--- config.mk ---
export PLATFORM = sky130hd
export DESIGN_NAME = shift_controller_flat
export DESIGN_NICKNAME = d
export VERILOG_FILES = /design/src/rtl/shift_controller_if.sv /design/src/rtl/shift_controller.sv /design/src/flat_wrapper.sv
export SDC_FILE = /design/constraint.sdc
export NUM_CORES = 1
export LEC_CHECK = 0
export ABC_AREA = 1
export CORE_MARGIN = 8
export CORE_UTILIZATION = 40
export CTS_BUF_LIST = sky130_fd_sc_hd__clkbuf_4
export DETAILED_ROUTE_END_ITERATION = 10
export DONT_BUFFER_PORTS = 1
export GPL_TIMING_DRIVEN = 0
export MAX_ROUTING_LAYER = met4
export SYNTH_ARGS = -nofsm -noshare
export SYNTH_HDL_FRONTEND = slang
export SYNTH_SLANG_ARGS = --single-unit
--- constraint.sdc ---
create_clock -name clock -period 3.05 [get_ports clock]
set_input_delay 0.61 -clock clock [delete_from_list [all_inputs] [get_ports clock]]
set_output_delay 0.61 -clock clock [all_outputs]
set_load 0.05 [all_outputs]
--- src/rtl/shift_controller_if.sv ---
// Request/result bundle for shift_controller: the master issues shift requests, the slave
// returns the registered result with a one-cycle ready pulse.
interface shift_controller_if;
  logic        ctrl_start;
  logic [1:0]  ctrl_op;
  logic [4:0]  ctrl_shamt;
  logic [31:0] data_operand;
  logic [31:0] data_result;
  logic        data_resultRDY;
  logic        data_exception;
  logic        busy;

  modport master (
    output ctrl_start,
    output ctrl_op,
    output ctrl_shamt,
    output data_operand,
    input  data_result,
    input  data_resultRDY,
    input  data_exception,
    input  busy
  );

  modport slave (
    input  ctrl_start,
    input  ctrl_op,
    input  ctrl_shamt,
    input  data_operand,
    output data_result,
    output data_resultRDY,
    output data_exception,
    output busy
  );
endinterface

--- src/rtl/shift_controller.sv ---
// Multi-cycle barrel shifter: one power-of-two stage per SHIFT cycle, k = 4 down to 0.
// Define SHIFT_EARLY_EXIT_EN to finish as soon as no lower shamt bits remain set.
module shift_controller (
  input logic               clock,
  input logic               reset,
  shift_controller_if.slave bus
);

  typedef enum logic [1:0] {StIdle, StShift, StDone} state_e;

  localparam logic [1:0] OpSll = 2'b00;
  localparam logic [1:0] OpSra = 2'b01;
  localparam logic [1:0] OpRsv = 2'b11;

  state_e      state_q, state_d;
  logic [2:0]  k_q, k_d;
  logic [31:0] acc_q, acc_d;
  logic [1:0]  op_q, op_d;
  logic [4:0]  shamt_q, shamt_d;
  logic [31:0] result_q, result_d;
  logic        rdy_q, rdy_d;
  logic        exc_q, exc_d;

  logic [31:0] amt;
  logic [31:0] shifted;
  logic [31:0] stage_val;
  logic [4:0]  low_mask;
  logic        last_stage;

  // Datapath for the stage selected by k_q.
  always_comb begin
    amt      = 32'd1 << k_q;
    low_mask = (5'd1 << k_q) - 5'd1;
    case (op_q)
      OpSll:   shifted = acc_q << amt;
      OpSra:   shifted = $unsigned($signed(acc_q) >>> amt);
      default: shifted = acc_q >> amt;
    endcase
    stage_val = shamt_q[k_q] ? shifted : acc_q;
`ifdef SHIFT_EARLY_EXIT_EN
    last_stage = ((shamt_q & low_mask) == 5'd0);
`else
    last_stage = (k_q == 3'd0) || (low_mask == 5'h1f);
`endif
  end

  always_comb begin
    state_d  = state_q;
    k_d      = k_q;
    acc_d    = acc_q;
    op_d     = op_q;
    shamt_d  = shamt_q;
    result_d = result_q;
    rdy_d    = 1'b0;
    exc_d    = 1'b0;
    case (state_q)
      StIdle, StDone: begin
        if (bus.ctrl_start) begin
          acc_d   = bus.data_operand;
          op_d    = bus.ctrl_op;
          shamt_d = bus.ctrl_shamt;
          k_d     = 3'd4;
          state_d = StShift;
        end else begin
          state_d = StIdle;
        end
      end
      StShift: begin
        if (op_q == OpRsv) begin
          result_d = acc_q;
          rdy_d    = 1'b1;
          exc_d    = 1'b1;
          k_d      = 3'd4;
          state_d  = StDone;
        end else begin
          acc_d = stage_val;
          k_d   = k_q - 3'd1;
          if (last_stage) begin
            result_d = stage_val;
            rdy_d    = 1'b1;
            k_d      = 3'd4;
            state_d  = StDone;
          end
        end
      end
      default: state_d = StIdle;
    endcase
  end

  always_ff @(posedge clock) begin
    if (reset) begin
      state_q  <= StIdle;
      k_q      <= 3'd4;
      acc_q    <= 32'd0;
      op_q     <= 2'b00;
      shamt_q  <= 5'd0;
      result_q <= 32'd0;
      rdy_q    <= 1'b0;
      exc_q    <= 1'b0;
    end else begin
      state_q  <= state_d;
      k_q      <= k_d;
      acc_q    <= acc_d;
      op_q     <= op_d;
      shamt_q  <= shamt_d;
      result_q <= result_d;
      rdy_q    <= rdy_d;
      exc_q    <= exc_d;
    end
  end

  assign bus.data_result    = result_q;
  assign bus.data_resultRDY = rdy_q;
  assign bus.data_exception = exc_q;
  assign bus.busy           = (state_q == StShift);

endmodule

--- src/flat_wrapper.sv ---
// flat-port wrapper written by rule: the top's interface ports become plain ports
module shift_controller_flat 
  (clock, reset, bus_ctrl_start, bus_ctrl_op, bus_ctrl_shamt, bus_data_operand, bus_data_result, bus_data_resultRDY, bus_data_exception, bus_busy);
  shift_controller_if bus_i ();
  input logic clock;
  input logic reset;
  input wire logic [$bits(bus_i.ctrl_start)-1:0] bus_ctrl_start;
  input wire logic [$bits(bus_i.ctrl_op)-1:0] bus_ctrl_op;
  input wire logic [$bits(bus_i.ctrl_shamt)-1:0] bus_ctrl_shamt;
  input wire logic [$bits(bus_i.data_operand)-1:0] bus_data_operand;
  output wire logic [$bits(bus_i.data_result)-1:0] bus_data_result;
  output wire logic [$bits(bus_i.data_resultRDY)-1:0] bus_data_resultRDY;
  output wire logic [$bits(bus_i.data_exception)-1:0] bus_data_exception;
  output wire logic [$bits(bus_i.busy)-1:0] bus_busy;
  assign bus_i.ctrl_start = bus_ctrl_start;
  assign bus_i.ctrl_op = bus_ctrl_op;
  assign bus_i.ctrl_shamt = bus_ctrl_shamt;
  assign bus_i.data_operand = bus_data_operand;
  assign bus_data_result = bus_i.data_result;
  assign bus_data_resultRDY = bus_i.data_resultRDY;
  assign bus_data_exception = bus_i.data_exception;
  assign bus_busy = bus_i.busy;
  shift_controller u_core (.clock(clock), .reset(reset), .bus(bus_i));
endmodule
Yosys cells after proc, flatten, opt, wreduce, memory -nomap -nowiden
Index checks and enable logic that the tools add are counted.
{ "classes": {"add_sub_neg": 2, "order_cmp": 1, "eq_ne": 8, "n_shift": 5, "mux": 20, "bitwise": 1, "reduce_logical": 12} }
{ "ops": {"columns": ["op", "count"], "rows": [
  ["32-bit 2-to-1 mux", 5],
  ["32-bit case mux with 2 select lines", 2],
  ["1-bit by 3-bit left shift with 32-bit output (first input constant)", 1],
  ["32-bit by 32-bit left shift with 32-bit output", 1],
  ["32-bit by 32-bit right shift with 32-bit output", 1],
  ["32-bit by 32-bit >>> shifter with 32-bit output", 1],
  ["3-bit 2-to-1 mux", 3],
  ["3-bit case mux with 2 select lines", 1],
  ["2-bit AND reduction", 3],
  ["5-bit equality test (second input constant)", 1],
  ["1-bit 2-to-1 mux", 5],
  ["1-bit by 3-bit left shift with 5-bit output (first input constant)", 1],
  ["5-bit by 1-bit subtractor with 5-bit output (second input constant)", 1],
  ["2-bit by 1-bit equality test with 1-bit output (second input constant)", 2],
  ["2-bit equality test (second input constant)", 2],
  ["2-bit zero test", 2],
  ["3-bit by 4-bit less-than comparator with 1-bit output (second input constant)", 1],
  ["2-bit 2-to-1 mux", 2],
  ["2-bit != test (second input constant)", 2],
  ["2-bit case mux with 2 select lines", 1],
  ["2-bit nonzero test", 2],
  ["2-bit OR reduction", 2],
  ["1-bit binary-select mux with 3-bit select", 1],
  ["3-bit zero test", 1],
  ["5 further kinds", 5]
]} }
{ "totals": {"regBits": 78, "out_inout_bits": 35, "elab_cells": 57} }

Depth between registers and ports, before layout
Gate-level depths: netlist (run 1).
{ "logic_depth": {"ltp_word": 7, "depth_mapped": 22, "depth_no_buf": 21} }

Worst setup path after synthesis (run 1)
Ideal clock, no wire load.
{ "synth_path": {"kind": "register to register", "startpoint": "register u_core.k_q[0]", "endpoint": "register u_core.acc_q[28]", "t_arrival_ps": 2101, "required_time_ps": 2918, "setup_slack_ps": 817, "path_stages_with_launch": 17, "path_buffers": 2, "period_less_slack_ps": 2233, "path_cell_list": "dfxtp_1 inv_1 ha_1 inv_2 nor2_4 inv_2 buf_2 buf_1 o211ai_1 nand3_1 nand3_1 nand3_1 nand2_1 o21ai_1 nand2_1 nand2_1 a21oi_1"} }
{ "synth_between": {"elab_chain_cells": 6, "word_cells_on_any_way": 10} }
{ "synth_rtl": {"columns": ["item", "line", "text"], "rows": [
  ["from (decl)", "shift_controller.sv:16", "logic [2:0] k_q, k_d;"],
  ["from (signal assigned)", "shift_controller.sv:102", "k_q <= k_d;"],
  ["1-bit by 3-bit left shift with 32-bit output", "shift_controller.sv:32", "amt = 32'd1 << k_q;"],
  ["32-bit by 32-bit right shift with 32-bit output (tied with other cells)", "shift_controller.sv:37", "default: shifted = acc_q >> amt;"],
  ["32-bit case mux with 2 select lines", "shift_controller.sv:34", "case (op_q)"],
  ["32-bit 2-to-1 mux *", "shift_controller.sv:39", "stage_val = shamt_q[k_q] ? shifted : acc_q;"],
  ["32-bit 2-to-1 mux *", "shift_controller.sv:69", "if (op_q == OpRsv) begin"],
  ["32-bit case mux with 2 select lines *", "shift_controller.sv:56", "case (state_q)"],
  ["to (signal assigned)", "shift_controller.sv:94", "acc_q <= 32'd0;"],
  ["to (signal assigned)", "shift_controller.sv:103", "acc_q <= acc_d;"],
  ["to (decl)", "shift_controller.sv:17", "logic [31:0] acc_q, acc_d;"]
]} }
Every way passes the cells marked *; elsewhere a longest branch is shown, timed or not. The select of a mux whose other input is x is not followed.
A chain may end at the register's enable or synchronous reset.

Worst setup path in the final report (run 1)
{ "layout_path": {"startpoint": "register u_core.k_q[1]", "endpoint": "register u_core.result_q[19] (netlist: u_core.bus.data_result[19])"} }
{ "layout_between": {"elab_chain_cells": 6, "word_cells_on_any_way": 17} }
{ "layout_rtl": {"columns": ["item", "line", "text"], "rows": [
  ["1-bit by 3-bit left shift with 32-bit output / 1-bit by 3-bit left shift with 5-bit output (equally long branches)", "shift_controller.sv:32, shift_controller.sv:33", null],
  ["32-bit by 32-bit right shift with 32-bit output (tied with other cells)", "shift_controller.sv:37", null],
  ["32-bit case mux with 2 select lines / 5-bit equality test (equally long branches)", "shift_controller.sv:34, shift_controller.sv:43", null],
  ["32-bit 2-to-1 mux / 1-bit logical OR (equally long branches)", "shift_controller.sv:39, shift_controller.sv:43", null],
  ["32-bit 2-to-1 mux / 2-bit nonzero test (equally long branches)", null, null],
  ["32-bit 2-to-1 mux / 2-bit AND reduction (equally long branches)", null, null],
  ["to (signal assigned)", "shift_controller.sv:106", "result_q <= result_d;"],
  ["to (decl)", "shift_controller.sv:20", "logic [31:0] result_q, result_d;"]
]} }
Parallel ways exist; a longest one is shown, timed or not. The select of a mux whose other input is x is not followed.

==> results of run 1 <==
[routing by layer]
layer / GRT usage, % / vias up / wire (um)
li1: - / 5421 / -
met1: 47.4 / 5733 / 19700
met2: 60.3 / 1041 / 23000
met3: 13.1 / 267 / 7570
met4: 30.4 / 0 / 4290
met5: - / - / 0
[registers in the layout (all words and copies together) (netlist names)]
name and cells:
u_core.k_q 3, u_core.bus.data_resultRDY 1, u_core.bus.data_result 32, u_core.acc_q 32, u_core.shamt_q 5, u_core.state_q 2
u_core.bus.data_exception 1, u_core.op_q 2
[synthesized netlist by cell type, drive strengths merged]
master	instances	area share (%)
nand2	655	29
nand3	342	20
nor2	143	6.9
a21oi	126	7.4
inv	86	3.8
dfxtp	78	18
buf	65	4.6
o21ai	48	2.9
clkbuf	42	1.8
nand4	25	1.8
o211ai	8	0.70
a31oi	6	0.44
ha	5	0.73
nand3b	4	0.35
nor3	3	0.18
o22ai	3	0.22
o31ai	2	0.18
and2	1	0.073
or2	1	0.073
[power breakdown]
group	total, mW	internal [mW]	switching, mW	leakage, nW
Sequential	1.37	1.13	0.236	0.639
Combinational	4.02	1.04	2.99	3.73
Clock	0.723	0.270	0.452	0.0825
Total	6.12	2.44	3.67	4.45
[cell type report]
type / count / area (um^2)
diodes: 2 / 5.00
plain buffers: 107 / 614
clock buffers: 9 / 67.6
clock inverters: 7 / 88.8
fillers: 2396 / 11700
inverters: 86 / 323
multi-input cells: 1372 / 6250
flip-flops and latches: 78 / 1560
well taps: 275 / 344
repair buffers: 2 / 15.0
[stage by stage]
stage,instance area [um^2],hold WS (ns)
after floorplan,8540,0.445
after global placement,8880,0.454
after detailed placement,8880,0.458
after CTS,9170,0.289
after global routing,9270,0.300
final,9270,0.295
[worst max-delay path by stage]
| stage | from | end | slack (ns) | depth (start not counted) |
|---|---|---|---|---|
| 2_1_floorplan | u_core.k_q[0] | u_core.acc_q[28] | 0.82 | 16 |
| 3_3_place_gp | u_core.k_q[1] | u_core.bus.data_result[6] | -0.67 | 15 |
| 3_5_place_dp | u_core.k_q[1] | u_core.acc_q[6] | -0.64 | 15 |
| 4_1_cts | u_core.k_q[1] | u_core.bus.data_result[25] | 0.004 | 15 |
| 5_1_grt | u_core.k_q[1] | u_core.acc_q[19] | -0.08 | 15 |
| 6_report | u_core.k_q[1] | u_core.bus.data_result[19] | -0.04 | 15 |
[kinds of logic (layout without fill, tap and decap cells)]
kind of cell / Yosys count / after routing / synth area share, %
adder cells (fa/ha/maj): 5 / 5 / 0.732
other: 0 / 2 / 0
AND/OR/NAND/NOR: 1174 / 1174 / 58.9
buffers and inverters: 193 / 211 / 10.2
flip-flops: 78 / 78 / 18.3
AO/OA/AOI/OAI: 193 / 193 / 11.9
[what timing repair did]
item,CTS,global route
hold buffers,0,0
resized for setup,47,36
setup endpoints to repair,60,63
gates cloned,0,0
pin swaps,2,0
setup buffers,2,0
==> impl_results.html, run 1 <==
<table>
<tr><th>Metric</th><th>Value</th></tr>
<tr><th colspan="2">Outcome</th></tr>
<tr><td>Run status</td><td>complete, but fails checks</td></tr>
<tr><td>Failing checks</td><td>negative setup slack</td></tr>
<tr><th colspan="2">Setup path</th></tr>
<tr><td>Worst-path cell with the longest stage delay</td><td>sky130_fd_sc_hd__dfxtp_1</td></tr>
<tr><td>Number of cell instances on the worst register-to-register path</td><td>15</td></tr>
<tr><td>Crit. End Element</td><td>register</td></tr>
<tr><td>Req. time, crit path</td><td>3.40 ns</td></tr>
<tr><td>Kind of start point of the critical path</td><td>register</td></tr>
<tr><td>Largest fanout on the critical path</td><td>10</td></tr>
<tr><td>WS Path Type</td><td>register to register</td></tr>
<tr><td>Series of cell instances along the critical path</td><td>inv_2, ha_4, nand2_2, buf_2, nand2_1, nand3_1, nand3_1, nand2_1, nand2_1, nand2_1, a21oi_1, o21ai_1, nand2_1, nand2_1, a21oi_1</td></tr>
<tr><td>Setup slack of the worst register-to-register path</td><td>-0.04 ns</td></tr>
<tr><td>Launch instance of the worst register-to-register path</td><td>u_core.k_q[1]</td></tr>
<tr><td>Endpoint of the lowest-slack register-to-register path</td><td>u_core.bus.data_result[19]</td></tr>
<tr><td>CP dominant cell by count</td><td>sky130_fd_sc_hd__nand2_1</td></tr>
<tr><td>Gate family responsible for the most delay along the worst path</td><td>simple AND/OR/NAND/NOR gates</td></tr>
<tr><td>Critical path arrival</td><td>3.44 ns</td></tr>
<tr><td>Stage delay of the slowest cell on the critical path</td><td>0.43 ns</td></tr>
<tr><td>Count of buffering cells on the critical path with inverters included</td><td>2</td></tr>
<tr><th colspan="2">Routing</th></tr>
<tr><td>Count of vias placed by the detailed router</td><td>12462</td></tr>
<tr><td>Average wire per standard cell</td><td>28.1 um</td></tr>
<tr><td>Detailed-routing iteration count for the pre-antenna-repair pass</td><td>7</td></tr>
<tr><td>Detailed Route Iter0 Violations</td><td>1841</td></tr>
<tr><td>Wire length after detailed routing</td><td>54.6 mm</td></tr>
<tr><td>Count of nets left with antenna violations after detail routing</td><td>0</td></tr>
<tr><td>Remaining routing DRC violations</td><td>0</td></tr>
<tr><td>Vias per inst</td><td>6.43</td></tr>
<tr><th colspan="2">CTS</th></tr>
<tr><td>TritonCTS clock tree</td><td>done</td></tr>
<tr><td>Num CTS Buffers</td><td>9</td></tr>
<tr><td>Root buffer cell</td><td>sky130_fd_sc_hd__clkbuf_4</td></tr>
<tr><td>Clock sink total</td><td>78</td></tr>
<tr><td>H-tree level count</td><td>3</td></tr>
<tr><td>Clock transition time at the flip-flop clock pins of the worst setup and hold paths</td><td>0.15 ns</td></tr>
<tr><td>Clock latency of the later-clocked register in the worst-skew pair</td><td>0.49 ns</td></tr>
<tr><td>Maximum buffer depth of the clock tree</td><td>2</td></tr>
<tr><th colspan="2">STA</th></tr>
<tr><td>Worst-case headroom to the max-slew limit</td><td>39.7%</td></tr>
<tr><td>Part of the cycle the worst path needs</td><td>101%</td></tr>
<tr><td>Count of endpoints failing hold in the final timing report</td><td>0</td></tr>
<tr><td>Min Clock Period, post-route</td><td>3.09 ns</td></tr>
<tr><td>Final setup TNS</td><td>-0.0363 ns</td></tr>
<tr><td>Slew @ Worst Pin</td><td>0.904 ns</td></tr>
<tr><td>Final setup skew</td><td>0.0344 ns</td></tr>
<tr><td>Maximum clock rate</td><td>324 MHz</td></tr>
<tr><td>RSZ-0062 raised after global routing</td><td>true</td></tr>
<tr><td>PnR worst setup slack</td><td>-0.0363 ns</td></tr>
<tr><td>Count of pins over their slew limit</td><td>0</td></tr>
<tr><td>Total of endpoints with negative setup slack in the final report</td><td>1</td></tr>
<tr><th colspan="2">Logic synthesis</th></tr>
<tr><td>Mapped Avg Cell Area</td><td>5.20 um^2</td></tr>
<tr><td>Syn nets</td><td>1690</td></tr>
<tr><td>Number of different library cells in the post-synthesis netlist</td><td>31</td></tr>
<tr><td>Post-Syn Instances</td><td>1643</td></tr>
<tr><td>Netlist area before placement</td><td>0.00854 mm^2</td></tr>
<tr><td>Count of warnings emitted by yosys</td><td>0</td></tr>
<tr><td>Total of flip-flops plus latches after synthesis</td><td>78</td></tr>
<tr><td>Register area share after synthesis</td><td>18.3%</td></tr>
<tr><th colspan="2">Floorplanning</th></tr>
<tr><td>Row count</td><td>53</td></tr>
<tr><td>DIE HEIGHT</td><td>162 um</td></tr>
<tr><td>I/O pin count</td><td>77</td></tr>
<tr><td>Initial Util</td><td>40.6%</td></tr>
<tr><td>Horiz. Die Dim</td><td>162 um</td></tr>
<tr><td>Die area</td><td>0.0263 mm^2</td></tr>
<tr><td>Area of the core region</td><td>0.0210 mm^2</td></tr>
<tr><th colspan="2">Pwr</th></tr>
<tr><td>Worst VDD drop</td><td>369 uV</td></tr>
<tr><td>Total power density per cell area</td><td>659 mW/mm^2</td></tr>
<tr><td>Static Leakage</td><td>4.45 nW</td></tr>
<tr><td>Total chip power</td><td>6.12 mW</td></tr>
<tr><th colspan="2">Worst hold path</th></tr>
<tr><td>Cells on Worst Hold Path</td><td>2</td></tr>
<tr><td>Worst min-delay path startpoint</td><td>bus_ctrl_shamt[3]</td></tr>
<tr><td>Sink of the worst hold path</td><td>u_core.shamt_q[3]</td></tr>
<tr><td>Worst hold-check path type</td><td>input pin to register</td></tr>
<tr><th colspan="2">Cells and area</th></tr>
<tr><td>Net count, final</td><td>1703</td></tr>
<tr><td>Most frequent standard cell in the layout excluding fill and tap cells</td><td>sky130_fd_sc_hd__nand2_1</td></tr>
<tr><td>Count of non-filler cells in the finished layout</td><td>1938</td></tr>
<tr><td>Leading cell types in the layout, fill and taps excluded</td><td>sky130_fd_sc_hd__nand2_1 (637), sky130_fd_sc_hd__nand3_1 (337), sky130_fd_sc_hd__nor2_1 (123)</td></tr>
<tr><td>Final standard cell utilization of the core</td><td>44.1%</td></tr>
<tr><td>Area grow syn2layout</td><td>8.58%</td></tr>
<tr><td>Fraction of layout instances using a drive strength above 1</td><td>9.63%</td></tr>
<tr><th colspan="2">Place</th></tr>
<tr><td>Placed cell count</td><td>1918</td></tr>
<tr><td>RD Place Congestion</td><td>1.12</td></tr>
<tr><td>Quantity of I/O buffers inserted on ports</td><td>0</td></tr>
<tr><td>Minimum setup slack after placement</td><td>-0.636 ns</td></tr>
<tr><td>Detailed-placement wirelength estimate</td><td>42.7 mm</td></tr>
<tr><th colspan="2">Global routing</th></tr>
<tr><td>Number of global-route vias before repair</td><td>11517</td></tr>
<tr><td>Largest net degree at the start of global routing</td><td>17</td></tr>
<tr><td>Initial antenna violation count</td><td>1</td></tr>
<tr><td>Remaining Overflow, GRT</td><td>0</td></tr>
<tr><td>Global Route Usage Sum</td><td>41.5%</td></tr>
<tr><td>Global-route wire length before repair</td><td>77.4 mm</td></tr>
<tr><th colspan="2">Run</th></tr>
<tr><td># Max-Cap Violations</td><td>0</td></tr>
</table>
(Power assumes the default switching activity.)
==> inputs of run 2 (changes only) <==
--- a/config.mk
+++ b/config.mk
@@ -6,7 +6,7 @@
 export NUM_CORES = 1
 export LEC_CHECK = 0
 export ABC_AREA = 1
-export CORE_MARGIN = 8
+export CORE_MARGIN = 2
 export CORE_UTILIZATION = 40
 export CTS_BUF_LIST = sky130_fd_sc_hd__clkbuf_4
 export DETAILED_ROUTE_END_ITERATION = 10
==> impl_results.html, run 2 (synthesis gave the netlist of run 1 again) <==
<table>
<tr><th>Metric</th><th>Value</th></tr>
<tr><th colspan="2">Cells and area</th></tr>
<tr><td>Design area</td><td>0.00926 mm^2 (was 0.00927 mm^2)</td></tr>
<tr><td>Count of non-filler cells in the finished layout</td><td>1937 (was 1938)</td></tr>
<tr><td>Fraction of layout instances using a drive strength above 1</td><td>9.93% (was 9.63%)</td></tr>
<tr><td>Leading cell types in the layout, fill and taps excluded</td><td>sky130_fd_sc_hd__nand2_1 (636), sky130_fd_sc_hd__nand3_1 (330), sky130_fd_sc_hd__nor2_1 (127) (was sky130_fd_sc_hd__nand2_1 (637), sky130_fd_sc_hd__nand3_1 (337), sky130_fd_sc_hd__nor2_1 (123))</td></tr>
<tr><td>Area grow syn2layout</td><td>8.44% (was 8.58%)</td></tr>
<tr><td>Most frequent standard cell in the layout excluding fill and tap cells</td><td>sky130_fd_sc_hd__nand2_1 (unchanged)</td></tr>
<tr><td>Final standard cell utilization of the core</td><td>44.1% (about the same)</td></tr>
<tr><td>Net count, final</td><td>1703 (unchanged)</td></tr>
<tr><th colspan="2">STA</th></tr>
<tr><td>Total of endpoints with negative setup slack in the final report</td><td>2 (was 1)</td></tr>
<tr><td>Count of pins over their slew limit</td><td>0 (unchanged)</td></tr>
<tr><td>Maximum clock rate</td><td>324 MHz (about the same)</td></tr>
<tr><td>Worst-case headroom to the max-slew limit</td><td>41.5% (was 39.7%)</td></tr>
<tr><td>Part of the cycle the worst path needs</td><td>101% (about the same)</td></tr>
<tr><td>Count of endpoints failing hold in the final timing report</td><td>0 (unchanged)</td></tr>
<tr><td>Final setup skew</td><td>0.0224 ns (was 0.0344 ns)</td></tr>
<tr><td>Slew @ Worst Pin</td><td>0.877 ns (was 0.904 ns)</td></tr>
<tr><td>Min Clock Period, post-route</td><td>3.08 ns (was 3.09 ns)</td></tr>
<tr><td>Final-layout worst hold slack</td><td>0.308 ns (was 0.295 ns)</td></tr>
<tr><td>RSZ-0062 raised after global routing</td><td>true (unchanged)</td></tr>
<tr><td>PnR worst setup slack</td><td>-0.0326 ns (was -0.0363 ns)</td></tr>
<tr><th colspan="2">Floorplanning</th></tr>
<tr><td>DIE HEIGHT</td><td>150 um (was 162 um)</td></tr>
<tr><td>Die area</td><td>0.0225 mm^2 (was 0.0263 mm^2)</td></tr>
<tr><td>I/O pin count</td><td>77 (unchanged)</td></tr>
<tr><td>Horiz. Die Dim</td><td>150 um (was 162 um)</td></tr>
<tr><td>Initial Util</td><td>40.6% (unchanged)</td></tr>
<tr><td>Row count</td><td>53 (unchanged)</td></tr>
<tr><td>Area of the core region</td><td>0.0210 mm^2 (unchanged)</td></tr>
<tr><th colspan="2">Outcome</th></tr>
<tr><td>Failing checks</td><td>negative setup slack (unchanged)</td></tr>
<tr><td>Run status</td><td>complete, but fails checks (unchanged)</td></tr>
<tr><th colspan="2">Place</th></tr>
<tr><td>Placement-stage cell area</td><td>0.00888 mm^2 (unchanged)</td></tr>
<tr><td>Quantity of I/O buffers inserted on ports</td><td>0 (unchanged)</td></tr>
<tr><td>RD Place Congestion</td><td>1.14 (was 1.12)</td></tr>
<tr><td>Detailed-placement wirelength estimate</td><td>40.7 mm (was 42.7 mm)</td></tr>
<tr><td>Placed cell count</td><td>1918 (unchanged)</td></tr>
<tr><th colspan="2">Global routing</th></tr>
<tr><td>Global Route Usage Sum</td><td>47.5% (was 41.5%)</td></tr>
<tr><td>Number of global-route vias before repair</td><td>11143 (was 11517)</td></tr>
<tr><td>Remaining Overflow, GRT</td><td>0 (unchanged)</td></tr>
<tr><td>Initial antenna violation count</td><td>1 (unchanged)</td></tr>
<tr><td>Largest net degree at the start of global routing</td><td>16 (was 17)</td></tr>
<tr><td>Global-route wire length before repair</td><td>74.1 mm (was 77.4 mm)</td></tr>
<tr><th colspan="2">CTS</th></tr>
<tr><td>Maximum buffer depth of the clock tree</td><td>2 (unchanged)</td></tr>
<tr><td>Root buffer cell</td><td>sky130_fd_sc_hd__clkbuf_4 (unchanged)</td></tr>
<tr><td>H-tree level count</td><td>3 (unchanged)</td></tr>
<tr><td>CTS Hold Buffers Added</td><td>0 (unchanged)</td></tr>
<tr><td>Clock sink total</td><td>78 (unchanged)</td></tr>
<tr><td>Clock latency of the later-clocked register in the worst-skew pair</td><td>0.48 ns (was 0.49 ns)</td></tr>
<tr><td>Clock transition time at the flip-flop clock pins of the worst setup and hold paths</td><td>0.14 ns (was 0.15 ns)</td></tr>
<tr><td>TritonCTS clock tree</td><td>done (unchanged)</td></tr>
<tr><td>Num CTS Buffers</td><td>9 (unchanged)</td></tr>
<tr><th colspan="2">Routing</th></tr>
<tr><td>Vias per inst</td><td>6.32 (was 6.43)</td></tr>
<tr><td>Detailed-routing iteration count for the pre-antenna-repair pass</td><td>5 (was 7)</td></tr>
<tr><td>Wire length after detailed routing</td><td>52.1 mm (was 54.6 mm)</td></tr>
<tr><td>Average wire per standard cell</td><td>26.9 um (was 28.1 um)</td></tr>
<tr><td>Detailed Route Iter0 Violations</td><td>1814 (was 1841)</td></tr>
<tr><td>Count of nets left with antenna violations after detail routing</td><td>0 (unchanged)</td></tr>
<tr><td>Count of vias placed by the detailed router</td><td>12250 (was 12462)</td></tr>
<tr><td>Remaining routing DRC violations</td><td>0 (unchanged)</td></tr>
<tr><th colspan="2">Pwr</th></tr>
<tr><td>Net switching power figure</td><td>3.67 mW (about the same)</td></tr>
<tr><td>Total chip power</td><td>6.02 mW (was 6.12 mW)</td></tr>
<tr><td>Worst VDD drop</td><td>413 uV (was 369 uV)</td></tr>
<tr><td>Int Pwr</td><td>2.35 mW (was 2.44 mW)</td></tr>
<tr><td>Share of total power in sequential cells</td><td>22.6% (was 22.4%)</td></tr>
<tr><td>Total power density per cell area</td><td>650 mW/mm^2 (was 659 mW/mm^2)</td></tr>
<tr><td>Switching share of power</td><td>60.9% (was 60.1%)</td></tr>
<tr><td>Power share of the clock group</td><td>10.3% (was 11.8%)</td></tr>
<tr><td>Gate power share</td><td>67.1% (was 65.8%)</td></tr>
<tr><td>Static Leakage</td><td>4.46 nW (was 4.45 nW)</td></tr>
<tr><th colspan="2">Setup path</th></tr>
<tr><td>Worst-path cell with the longest stage delay</td><td>sky130_fd_sc_hd__dfxtp_2 (was sky130_fd_sc_hd__dfxtp_1)</td></tr>
<tr><td>Stage delay of the slowest cell on the critical path</td><td>0.38 ns (was 0.43 ns)</td></tr>
<tr><td>Crit. End Element</td><td>register (unchanged)</td></tr>
<tr><td>WS Path Type</td><td>register to register (unchanged)</td></tr>
<tr><td>Kind of start point of the critical path</td><td>register (unchanged)</td></tr>
<tr><td>Critical path arrival</td><td>3.47 ns (was 3.44 ns)</td></tr>
<tr><td>Req. time, crit path</td><td>3.44 ns (was 3.40 ns)</td></tr>
<tr><td>Series of cell instances along the critical path</td><td>inv_2, ha_2, nand2_4, buf_4, buf_4, nand2_1, nand3_1, nand3_1, nand4_1, nand3_2, nand2_1, nand3_1, nand2_1, a21oi_1 (was inv_2, ha_4, nand2_2, buf_2, nand2_1, nand3_1, nand3_1, nand2_1, nand2_1, nand2_1, a21oi_1, o21ai_1, nand2_1, nand2_1, a21oi_1)</td></tr>
<tr><td>Largest fanout on the critical path</td><td>10 (unchanged)</td></tr>
<tr><th colspan="2">Worst hold path</th></tr>
<tr><td>Worst hold-check path type</td><td>input pin to register (unchanged)</td></tr>
<tr><th colspan="2">Run</th></tr>
<tr><td># Max-Cap Violations</td><td>0 (unchanged)</td></tr>
</table>
## run 2: cell count changes in the layout (fill, tap and decap cells not counted), sizes merged, moves of 2 or more
| cell | delta |
|---|---|
| inv | -2 |
| buf | -5 |
| clkinv | +2 |
| clkbuf | +4 |
## run 2: cell type report
cell class                 instances  area (um^2)
timing repair buffer               2         15.0
multi-input combinational       1372         6270
buffer                           107          618
tap                              275          344
antenna                            1         2.50
fill                            2388        11800
sequential                        78         1560
clock buffer                       9         67.6
inverter                          86          325
clock inverter                     7         57.6
## run 2: metal layers
metal	global-route usage, %	part of all wire, %
met1	56.0	37
met2	66.5	41
met3	16.7	13
met4	34.6	9.2
met5	-	0
## run 2: worst max-delay path: cells and delay by family, from the launching register on
kind,cells,cell delay (ns)
AOI/OAI and AO/OA,1,0.14
adders and majority gates,1,0.30
buffers and inverters,3,0.57
DFF,1,0.38
and+or+nand+nor,9,1.59
## run 2: power groups by stage
stage	clock [mW]	sequential, mW	combinational [mW]
final	0.623	1.36	4.04
after global routing	0.660	1.37	4.26
after CTS	0.623	1.35	3.74
after detailed placement	0	1.38	3.67
after global placement	0	1.37	3.71
after floorplan	0	1.35	2.38
## run 2: final timing paths
path | from | end | slack [ns] | cells past startpoint
max | u_core.k_q[1] | u_core.bus.data_result[22] | -0.03 | 14
min | bus_ctrl_shamt[2] | u_core.shamt_q[2] | 0.31 | 2
max reg2reg | u_core.k_q[1] | u_core.bus.data_result[22] | -0.03 | 14
min reg2reg | u_core.acc_q[30] | u_core.acc_q[30] | 0.48 | 2
## run 2: per-stage QoR
stage,setup slack (ns),TNS (ns)
4_1_cts,0.00290,0
2_1_floorplan,0.817,0
3_5_place_dp,-0.515,-15.24
6_report,-0.0326,-0.0484
5_1_grt,-0.00928,-0.00928
3_3_place_gp,-0.558,-16.39
## run 2: what timing repair did
item                       CTS  global route
hold endpoints to repair     0             0
pin swaps                    4             4
setup endpoints to repair   65            59
gates resized for setup     41            40
cloned                       0             0
buffers inserted             2             0
